**config.mk**
```make
export PLATFORM = sky130hd
export DESIGN_NAME = row_sync_axi
export DESIGN_NICKNAME = d
export VERILOG_FILES = /design/src/rtl/row_sync_axi.sv
export SDC_FILE = /design/constraint.sdc
export NUM_CORES = 1
export LEC_CHECK = 0
export ABC_AREA = 0
export BUFFER_PORTS_ARGS = -buffer_cell sky130_fd_sc_hd__buf_2
export CORE_AREA = 2 2 131 133
export CTS_CLUSTER_DIAMETER = 60
export DETAILED_ROUTE_END_ITERATION = 7
export DIE_AREA = 0 0 133 135
export GPL_TIMING_DRIVEN = 0
export SYNTH_ARGS = -nofsm -noshare
export SYNTH_HDL_FRONTEND = slang
export SYNTH_SLANG_ARGS = --single-unit
```
**constraint.sdc**
```tcl
create_clock -name clk -period 2.7 [get_ports clk]
set_input_delay 0.27 -clock clk [delete_from_list [all_inputs] [get_ports clk]]
set_output_delay 0.27 -clock clk [all_outputs]
set_load 0.01 [all_outputs]
```
**src/rtl/row_sync_axi.sv**
```systemverilog
// row_sync_axi: moves one emulated DRAM row between the cache and board memory as a single AXI4 INCR burst
module row_sync_axi #(
    parameter int BGWIDTH        = 2,
    parameter int BAWIDTH        = 2,
    parameter int ADDRWIDTH      = 17,
    parameter int CHWIDTH        = 5,
    parameter int ROWBEATS       = 16,
    parameter int AXI_DATA_WIDTH = 32,
    parameter int AXI_ADDR_WIDTH = 32,
    parameter int AXI_ID_WIDTH   = 8,
    parameter logic [AXI_ADDR_WIDTH-1:0] AXI_BASE = '0
) (
    input  logic                                              clk,
    input  logic                                              reset_n,
    input  logic                                              req_valid,
    output logic                                              req_ready,
    input  logic                                              req_dir,
    input  logic [BGWIDTH-1:0]                                req_bg,
    input  logic [BAWIDTH-1:0]                                req_ba,
    input  logic [CHWIDTH-1:0]                                req_slot,
    input  logic [ADDRWIDTH-1:0]                              req_row,
    output logic                                              busy,
    output logic                                              done,
    output logic                                              err,
    output logic [BGWIDTH+BAWIDTH+CHWIDTH+$clog2(ROWBEATS)-1:0] c_addr,
    output logic                                              c_we,
    output logic [AXI_DATA_WIDTH-1:0]                         c_wdata,
    input  logic [AXI_DATA_WIDTH-1:0]                         c_rdata,
    output logic [AXI_ID_WIDTH-1:0]                           m_axi_awid,
    output logic [AXI_ADDR_WIDTH-1:0]                         m_axi_awaddr,
    output logic [7:0]                                        m_axi_awlen,
    output logic [2:0]                                        m_axi_awsize,
    output logic [1:0]                                        m_axi_awburst,
    output logic                                              m_axi_awlock,
    output logic [3:0]                                        m_axi_awcache,
    output logic [2:0]                                        m_axi_awprot,
    output logic                                              m_axi_awvalid,
    input  logic                                              m_axi_awready,
    output logic [AXI_DATA_WIDTH-1:0]                         m_axi_wdata,
    output logic [AXI_DATA_WIDTH/8-1:0]                       m_axi_wstrb,
    output logic                                              m_axi_wlast,
    output logic                                              m_axi_wvalid,
    input  logic                                              m_axi_wready,
    input  logic [AXI_ID_WIDTH-1:0]                           m_axi_bid,
    input  logic [1:0]                                        m_axi_bresp,
    input  logic                                              m_axi_bvalid,
    output logic                                              m_axi_bready,
    output logic [AXI_ID_WIDTH-1:0]                           m_axi_arid,
    output logic [AXI_ADDR_WIDTH-1:0]                         m_axi_araddr,
    output logic [7:0]                                        m_axi_arlen,
    output logic [2:0]                                        m_axi_arsize,
    output logic [1:0]                                        m_axi_arburst,
    output logic                                              m_axi_arlock,
    output logic [3:0]                                        m_axi_arcache,
    output logic [2:0]                                        m_axi_arprot,
    output logic                                              m_axi_arvalid,
    input  logic                                              m_axi_arready,
    input  logic [AXI_ID_WIDTH-1:0]                           m_axi_rid,
    input  logic [AXI_DATA_WIDTH-1:0]                         m_axi_rdata,
    input  logic [1:0]                                        m_axi_rresp,
    input  logic                                              m_axi_rlast,
    input  logic                                              m_axi_rvalid,
    output logic                                              m_axi_rready
);
    localparam int CW = $clog2(ROWBEATS);
    localparam int SB = $clog2(AXI_DATA_WIDTH / 8);
    localparam logic [CW-1:0] LAST = CW'(ROWBEATS - 1);

    typedef enum logic [3:0] {S_IDLE, S_AR, S_R, S_AW, S_WPRE, S_WLD, S_W, S_B, S_DONE} state_e;

    state_e                    state_q, state_d;
    logic [CW-1:0]             cnt_q, cnt_d;
    logic [BGWIDTH-1:0]        bg_q, bg_d;
    logic [BAWIDTH-1:0]        ba_q, ba_d;
    logic [CHWIDTH-1:0]        slot_q, slot_d;
    logic [ADDRWIDTH-1:0]      row_q, row_d;
    logic                      err_q, err_d;
    logic [AXI_DATA_WIDTH-1:0] wd_q, wd_d;
    logic [AXI_ADDR_WIDTH-1:0] addr;
    logic                      unused_ids;

    // each row occupies its own aligned block, so the shift keeps bursts inside one 4KB page
    assign addr = AXI_BASE + (AXI_ADDR_WIDTH'({bg_q, ba_q, row_q}) << (CW + SB));
    assign unused_ids = ^{m_axi_bid, m_axi_rid};

    assign req_ready = state_q == S_IDLE;
    assign busy      = state_q != S_IDLE;
    assign done      = state_q == S_DONE;
    assign err       = err_q;
    // in W the next word's address is presented early so it is ready during the one-cycle reload gap
    assign c_addr    = {bg_q, ba_q, slot_q, state_q == S_W ? cnt_q + CW'(1) : cnt_q};
    assign c_we      = state_q == S_R && m_axi_rvalid;
    assign c_wdata   = m_axi_rdata;

    assign m_axi_awid    = '0;
    assign m_axi_awaddr  = addr;
    assign m_axi_awlen   = 8'(ROWBEATS - 1);
    assign m_axi_awsize  = 3'(SB);
    assign m_axi_awburst = 2'b01;
    assign m_axi_awlock  = 1'b0;
    assign m_axi_awcache = 4'b0011;
    assign m_axi_awprot  = 3'b000;
    assign m_axi_awvalid = state_q == S_AW;
    assign m_axi_wdata   = wd_q;
    assign m_axi_wstrb   = '1;
    assign m_axi_wlast   = state_q == S_W && cnt_q == LAST;
    assign m_axi_wvalid  = state_q == S_W;
    assign m_axi_bready  = state_q == S_B;
    assign m_axi_arid    = '0;
    assign m_axi_araddr  = addr;
    assign m_axi_arlen   = 8'(ROWBEATS - 1);
    assign m_axi_arsize  = 3'(SB);
    assign m_axi_arburst = 2'b01;
    assign m_axi_arlock  = 1'b0;
    assign m_axi_arcache = 4'b0011;
    assign m_axi_arprot  = 3'b000;
    assign m_axi_arvalid = state_q == S_AR;
    assign m_axi_rready  = state_q == S_R;

    // state, beat counter, latched request and write data register
    always_ff @(posedge clk or negedge reset_n) begin
        if (!reset_n) begin
            state_q <= S_IDLE;
            cnt_q   <= '0;
            bg_q    <= '0;
            ba_q    <= '0;
            slot_q  <= '0;
            row_q   <= '0;
            err_q   <= 1'b0;
            wd_q    <= '0;
        end else begin
            state_q <= state_d;
            cnt_q   <= cnt_d;
            bg_q    <= bg_d;
            ba_q    <= ba_d;
            slot_q  <= slot_d;
            row_q   <= row_d;
            err_q   <= err_d;
            wd_q    <= wd_d;
        end
    end

    // next-state: one request at a time, read or write burst, then a single done cycle
    always_comb begin
        state_d = state_q;
        cnt_d   = cnt_q;
        bg_d    = bg_q;
        ba_d    = ba_q;
        slot_d  = slot_q;
        row_d   = row_q;
        err_d   = err_q;
        wd_d    = wd_q;
        case (state_q)
            S_IDLE: if (req_valid) begin
                bg_d    = req_bg;
                ba_d    = req_ba;
                slot_d  = req_slot;
                row_d   = req_row;
                err_d   = 1'b0;
                cnt_d   = '0;
                state_d = req_dir ? S_AW : S_AR;
            end
            S_AR: state_d = m_axi_arready ? S_R : S_AR;
            S_R: if (m_axi_rvalid) begin
                cnt_d = cnt_q + CW'(1);
                if (m_axi_rresp != 2'b00 || m_axi_rlast != (cnt_q == LAST)) err_d = 1'b1;
                if (cnt_q == LAST) state_d = S_DONE;
            end
            S_AW:   state_d = m_axi_awready ? S_WPRE : S_AW;
            S_WPRE: state_d = S_WLD;
            S_WLD: begin
                wd_d    = c_rdata;
                state_d = S_W;
            end
            S_W: if (m_axi_wready) begin
                cnt_d   = cnt_q + CW'(1);
                state_d = cnt_q == LAST ? S_B : S_WLD;
            end
            S_B: if (m_axi_bvalid) begin
                if (m_axi_bresp != 2'b00) err_d = 1'b1;
                state_d = S_DONE;
            end
            S_DONE: begin
                cnt_d   = '0;
                state_d = S_IDLE;
            end
            default: state_d = S_IDLE;
        endcase
    end
endmodule

```
==> flow_summary.toml, run 1 <==
[global_routing]
met2_usage = 0.176
grt_start_max_net_pins = 68
top_usage_layer = "met2"
grt_pass1_wl_mm = 14.8
grt_pass1_vias = 2878
track_usage = 0.106
antenna_found_initial = 1
globalRouteMet1Util = 0.124
globalRouteOverflowTotal = 0
use_met3 = 0.0424

[logic_synthesis]
synth_seq_area_share = 0.415
ys_warn_count = 0
synthXorXnorAreaFrac = 0.00868
synth_compound_area_frac = 0.0418
syn-cell-area_um2 = 4040
ys_types = 48
synth_cells = 360
synthMuxAreaShare = 0.173
synth_edf_count = 0
synthSimpleGateAreaFrac = 0.0654
synth_adder_area_share = 0.00310
avgSynthCellArea_um2 = 11.2
synth_top_family_by_area = "buffers and inverters"
synth.ff_latch_count = 67
ys.flop_type = "dfrtp_1"
async_flop_share = 1.00

[run]
drv_cap = 0

[finish]
num_antenna_cells = 0
mostFrequentLayoutCells = "buf_2, buf_4, conb_1"
drive_gt1_frac = 0.660
nets = 775
area_delta_synth_final_pct = 46.9
fin_util = 0.361
final_common_cell = "buf_2"

[floorplan]
die_w_um = 133
pin_count = 334
die_h_um = 135
die_area_um2 = 18000
coreArea_um2 = 16400
fp-row-count = 47
initial_core_util = 0.246

[routing]
vias = 3157
first_pass_iters = 4
drt_iter0_drc = 99
detail_route.wirelength_mm = 10.1
wire_per_inst_um = 11.5
antenna_left = 0
drc_errors = 0
via_per_inst = 3.59

[critical_path]
cp_max_fo = 10
worst_r2r_startpoint = "state_q[1]"
r2r-end = "m_axi_wdata[17]"
crit_type = "reg -> out"
start_kind = "register"
r2r_slack_ns = 0.93
worstPathRequired_ns = 2.43
critPathCaptureType = "output pin"
reg2reg_depth = 4
worstPathArrival_ns = 1.93

[timing]
worstMarginPinSlew_ns = 0.895
rsz0062_at_grt = "false"
tns_ns = 0
finalSetupViolCount = 0
drv_slew = 0
clock.fmax_ghz = 0.455
skew_ns = 0.00406
hold_viol_final = 0
min_period_over_period = 0.813
min_period_ns = 2.20
slew-limit-headroom = 0.403

[cts]
cts_resized = 0
cts_setup_buffers = 0
numCtsBuffers = 9
clk_pin_slew_worst_paths_ns = 0.06
holdBufCountCts = 0
cts_tree = "built"
clockBufferDepth = 2
clkLatencyLatePin_ns = 0.33
htreeDepth = 3
cts_sinks = 67
cts-root-buf = "clkbuf_16"

[pwr]
p_per_area_nw_per_um2 = 984
p_leak_nw = 3.33
ir_drop_v = 0.000443

[placement]
portBuffers = 201
hpwl_mm = 8.04
place_congestion = 0.762

[hold_path]
hold_path.class = "in -> async"

[run_status]
outcome = "completed"
## flip-flops by register name, indices dropped and copies added, names as in the netlist
name,flops
cnt_q,4
state_q,4
ba_q,2
bg_q,2
slot_q,5
err,1
row_q,17
m_axi_wdata,32
## cell usage after synthesis (all sizes together), types with 3 or more instances
library cell | instances | share of area
inv | 6 | 0.0056
nand3 | 4 | 0.0050
dfrtp | 67 | 0.42
a21oi | 4 | 0.0050
o21ai | 6 | 0.0084
xnor2 | 4 | 0.0087
mux2 | 60 | 0.17
buf | 151 | 0.28
nor3 | 3 | 0.0037
nor2 | 10 | 0.0099
nand2 | 7 | 0.0084
## where the power goes
group | internal (W) | switching (W)
Clock | 0.000739 | 0.000452
Sequential | 0.00148 | 0.000308
Combinational | 0.00152 | 0.00134
## per-layer routing
layer | part of all wire | vias up
met2 | 0.49 | 181
met3 | 0.10 | 8
met1 | 0.39 | 1402
met4 | 0.012 | 0
li1 | - | 1566
met5 | 0 | -
## logic make-up after synthesis
family / Yosys count
buffers and inverters: 158
AOI/OAI and AO/OA: 22
xor gates and xnor gates: 4
DFF: 67
and+or+nand+nor: 44
other: 2
muxes: 62
adders and majority gates: 1
## critical path, stage by stage (launching register included)
cell     delay (ns)
dfrtp_1        0.44
buf_4          0.21
nor3b_2        0.41
mux2_2         0.38
buf_2          0.14
## per-stage QoR
stage / setup slack, ns / area, um2 / total power, W / instances / hold WS [ns]
2_1_floorplan: 1.02 / 4340 / 0.00363 / 442 / -0.0256
3_3_place_gp: 0.834 / 5630 / 0.00466 / 863 / 0.478
3_5_place_dp: 0.841 / 5630 / 0.00470 / 863 / 0.462
4_1_cts: 0.466 / 5930 / 0.00594 / 879 / 0.0913
5_1_grt: 0.347 / 5930 / 0.00625 / 879 / 0.125
6_report: 0.504 / 5930 / 0.00584 / 879 / 0.0658
## worst max path at each step
stage | from | end
CTS | state_q[3] | c_addr[1]
floorplan | state_q[3] | c_addr[3]
global placement | state_q[1] | c_addr[1]
global route | state_q[1] | c_addr[3]
detailed placement | state_q[3] | c_addr[1]
finish | state_q[1] | c_addr[1]
## layout make-up
| type | instances | area (um2) |
|---|---|---|
| clock inverter | 6 | 63.8 |
| fill | 1692 | 10500 |
| multi-input combinational | 217 | 1500 |
| tap | 220 | 275 |
| inverter | 6 | 22.5 |
| timing repair buffer | 201 | 1010 |
| buffer | 152 | 1150 |
| sequential | 67 | 1680 |
| clock buffer | 10 | 239 |
No activity file was read; power rests on OpenSTA's default activity.
==> inputs of run 2 (changes only) <==
--- a/config.mk
+++ b/config.mk
@@ -7,10 +7,10 @@
 export LEC_CHECK = 0
 export ABC_AREA = 0
 export BUFFER_PORTS_ARGS = -buffer_cell sky130_fd_sc_hd__buf_2
-export CORE_AREA = 2 2 131 133
+export CORE_AREA = 2 2 129 131
 export CTS_CLUSTER_DIAMETER = 60
 export DETAILED_ROUTE_END_ITERATION = 7
-export DIE_AREA = 0 0 133 135
+export DIE_AREA = 0 0 131 133
 export GPL_TIMING_DRIVEN = 0
 export SYNTH_ARGS = -nofsm -noshare
 export SYNTH_HDL_FRONTEND = slang
==> constraint.sdc (replaced) <==
create_clock -name clk -period 2.3 [get_ports clk]
set_input_delay 0.23 -clock clk [delete_from_list [all_inputs] [get_ports clk]]
set_output_delay 0.23 -clock clk [all_outputs]
set_load 0.01 [all_outputs]
==> run 2 against run 1 <==
  * Non-clock buffer count stayed put
  * Global-route usage hardly changed
  * Combinational power is 17% higher
  * Critical path type unchanged
==> flow_summary.toml, run 2 (same netlist as run 1, synthesis figures left out) <==
[placement]
place_congestion = 0.810
portBuffers = 201
hpwl_mm = 7.67

[critical_path]
cp_slowest_stage_delay_ns = 0.43
crit_type = "reg -> out"
path_delay_family = "simple AND/OR/NAND/NOR gates"
cp_max_fo = 6
worstPathArrival_ns = 1.87
critPathCaptureType = "output pin"
start_kind = "register"
worstPathRequired_ns = 2.07
crit_chain = "nand2b_1 > nor3b_4 > mux2_2 > buf_2"
crit_buf_inv = 1
worst_r2r_startpoint = "state_q[1]"
slowest_stage = "dfrtp_1"
startpoint = "state_q[3]"

[routing]
wire_per_inst_um = 11.0
drc_errors = 0
antenna_left = 0
vias = 3245
detail_route.wirelength_mm = 9.64
via_per_inst = 3.69
first_pass_iters = 4
drt_iter0_drc = 67

[finish]
area_delta_synth_final_pct = 47.3
largest_register_ffs = 32
fin_util = 0.368
final_common_cell = "buf_2"
num_antenna_cells = 0
nFillCells = 1663
mostFrequentLayoutCells = "buf_2, buf_4, conb_1"
seq_area_um2 = 1680
drive_gt1_frac = 0.660
multi_input_comb_area_um2 = 1500
nets = 775

[run_status]
outcome = "completed"

[cts]
clk_pin_slew_worst_paths_ns = 0.06
clkLatencyLatePin_ns = 0.34
cts_setup_buffers = 0
cts_resized = 0
holdBufCountCts = 0
htreeDepth = 3
clockBufferDepth = 2
numCtsBuffers = 9
cts_sinks = 67
cts_tree = "built"
cts-root-buf = "clkbuf_16"

[pwr]
p_per_area_nw_per_um2 = 1150
switching_share = 0.355
p_switching_w = 0.00243
pwr-share-seq = 0.303
pwr-share-clk = 0.210
power_frac_comb = 0.488
p_leak_nw = 3.34
ir_drop_v = 0.000546
p_int_w = 0.00442

[floorplan]
die_h_um = 133
initial_core_util = 0.250
coreArea_um2 = 16200
fp-row-count = 47
pin_count = 334
die_w_um = 131
die_area_um2 = 17400

[timing]
worstMarginPinSlew_ns = 0.864
clock.fmax_ghz = 0.477
skew_ns = 0.00643
hold_viol_final = 0
slew-limit-headroom = 0.424
drv_slew = 0
finalSetupViolCount = 0
min_period_over_period = 0.912
min_period_ns = 2.10
tns_ns = 0
rsz0062_at_grt = "false"

[hold_path]
hold_path.class = "in -> async"

[global_routing]
grt_pass1_vias = 2935
grt_pass1_wl_mm = 14.2
track_usage = 0.106
antenna_found_initial = 0
grt_start_max_net_pins = 68
globalRouteOverflowTotal = 0

[run]
drv_cap = 0
==> run 2: worst paths after layout <==
check                                  end  slack (ns)  cells after the start
max in group asynchronous        row_q[14]        1.73                      1
min in group clk                 row_q[16]        0.11                      2
hold / removal             m_axi_wdata[11]        0.01                      1
setup / recovery                 c_addr[1]        0.20                      4
setup reg to reg            m_axi_wdata[2]        0.49                      4
hold reg to reg            m_axi_wdata[22]        0.48                      1
==> run 2: final cells by class <==
cell class	instances	share of cell area
buffer	152	0.193
clock buffer	11	0.0425
clock inverter	5	0.0101
inverter	6	0.00379
multi-input combinational	217	0.252
sequential	67	0.282
tap	220	0.0463
timing repair buffer	201	0.170
==> run 2: routing by layer <==
metal  global-route usage  share of wire  wire [um]  vias up
li1                     -              -          -     1570
met3               0.0404           0.12       1150       19
met1                0.121           0.39       3740     1446
met2                0.172           0.47       4500      210
met5                    0              0          0        -
met4               0.0502          0.026        252        0
==> run 2: through the flow <==
stage | total power (W) | std cells | instance area, um2 | hold slack (ns) | setup slack, ns
after global placement | 0.00544 | 863 | 5630 | 0.444 | 0.458
after detailed placement | 0.00547 | 863 | 5630 | 0.411 | 0.469
final | 0.00686 | 879 | 5950 | 0.0103 | 0.201
after CTS | 0.00697 | 879 | 5940 | 0.0380 | 0.0897
after global routing | 0.00735 | 879 | 5950 | 0.0877 | 0.0553
after floorplan | 0.00426 | 442 | 4340 | -0.0656 | 0.656
==> run 2: power groups by stage <==
stage	clock network, W	registers, W	logic (W)
finish	0.00144	0.00208	0.00334
floorplan	0	0.00231	0.00195
global placement	0	0.00209	0.00335
global route	0.00154	0.00216	0.00365
detailed placement	0	0.00209	0.00338
CTS	0.00150	0.00209	0.00338
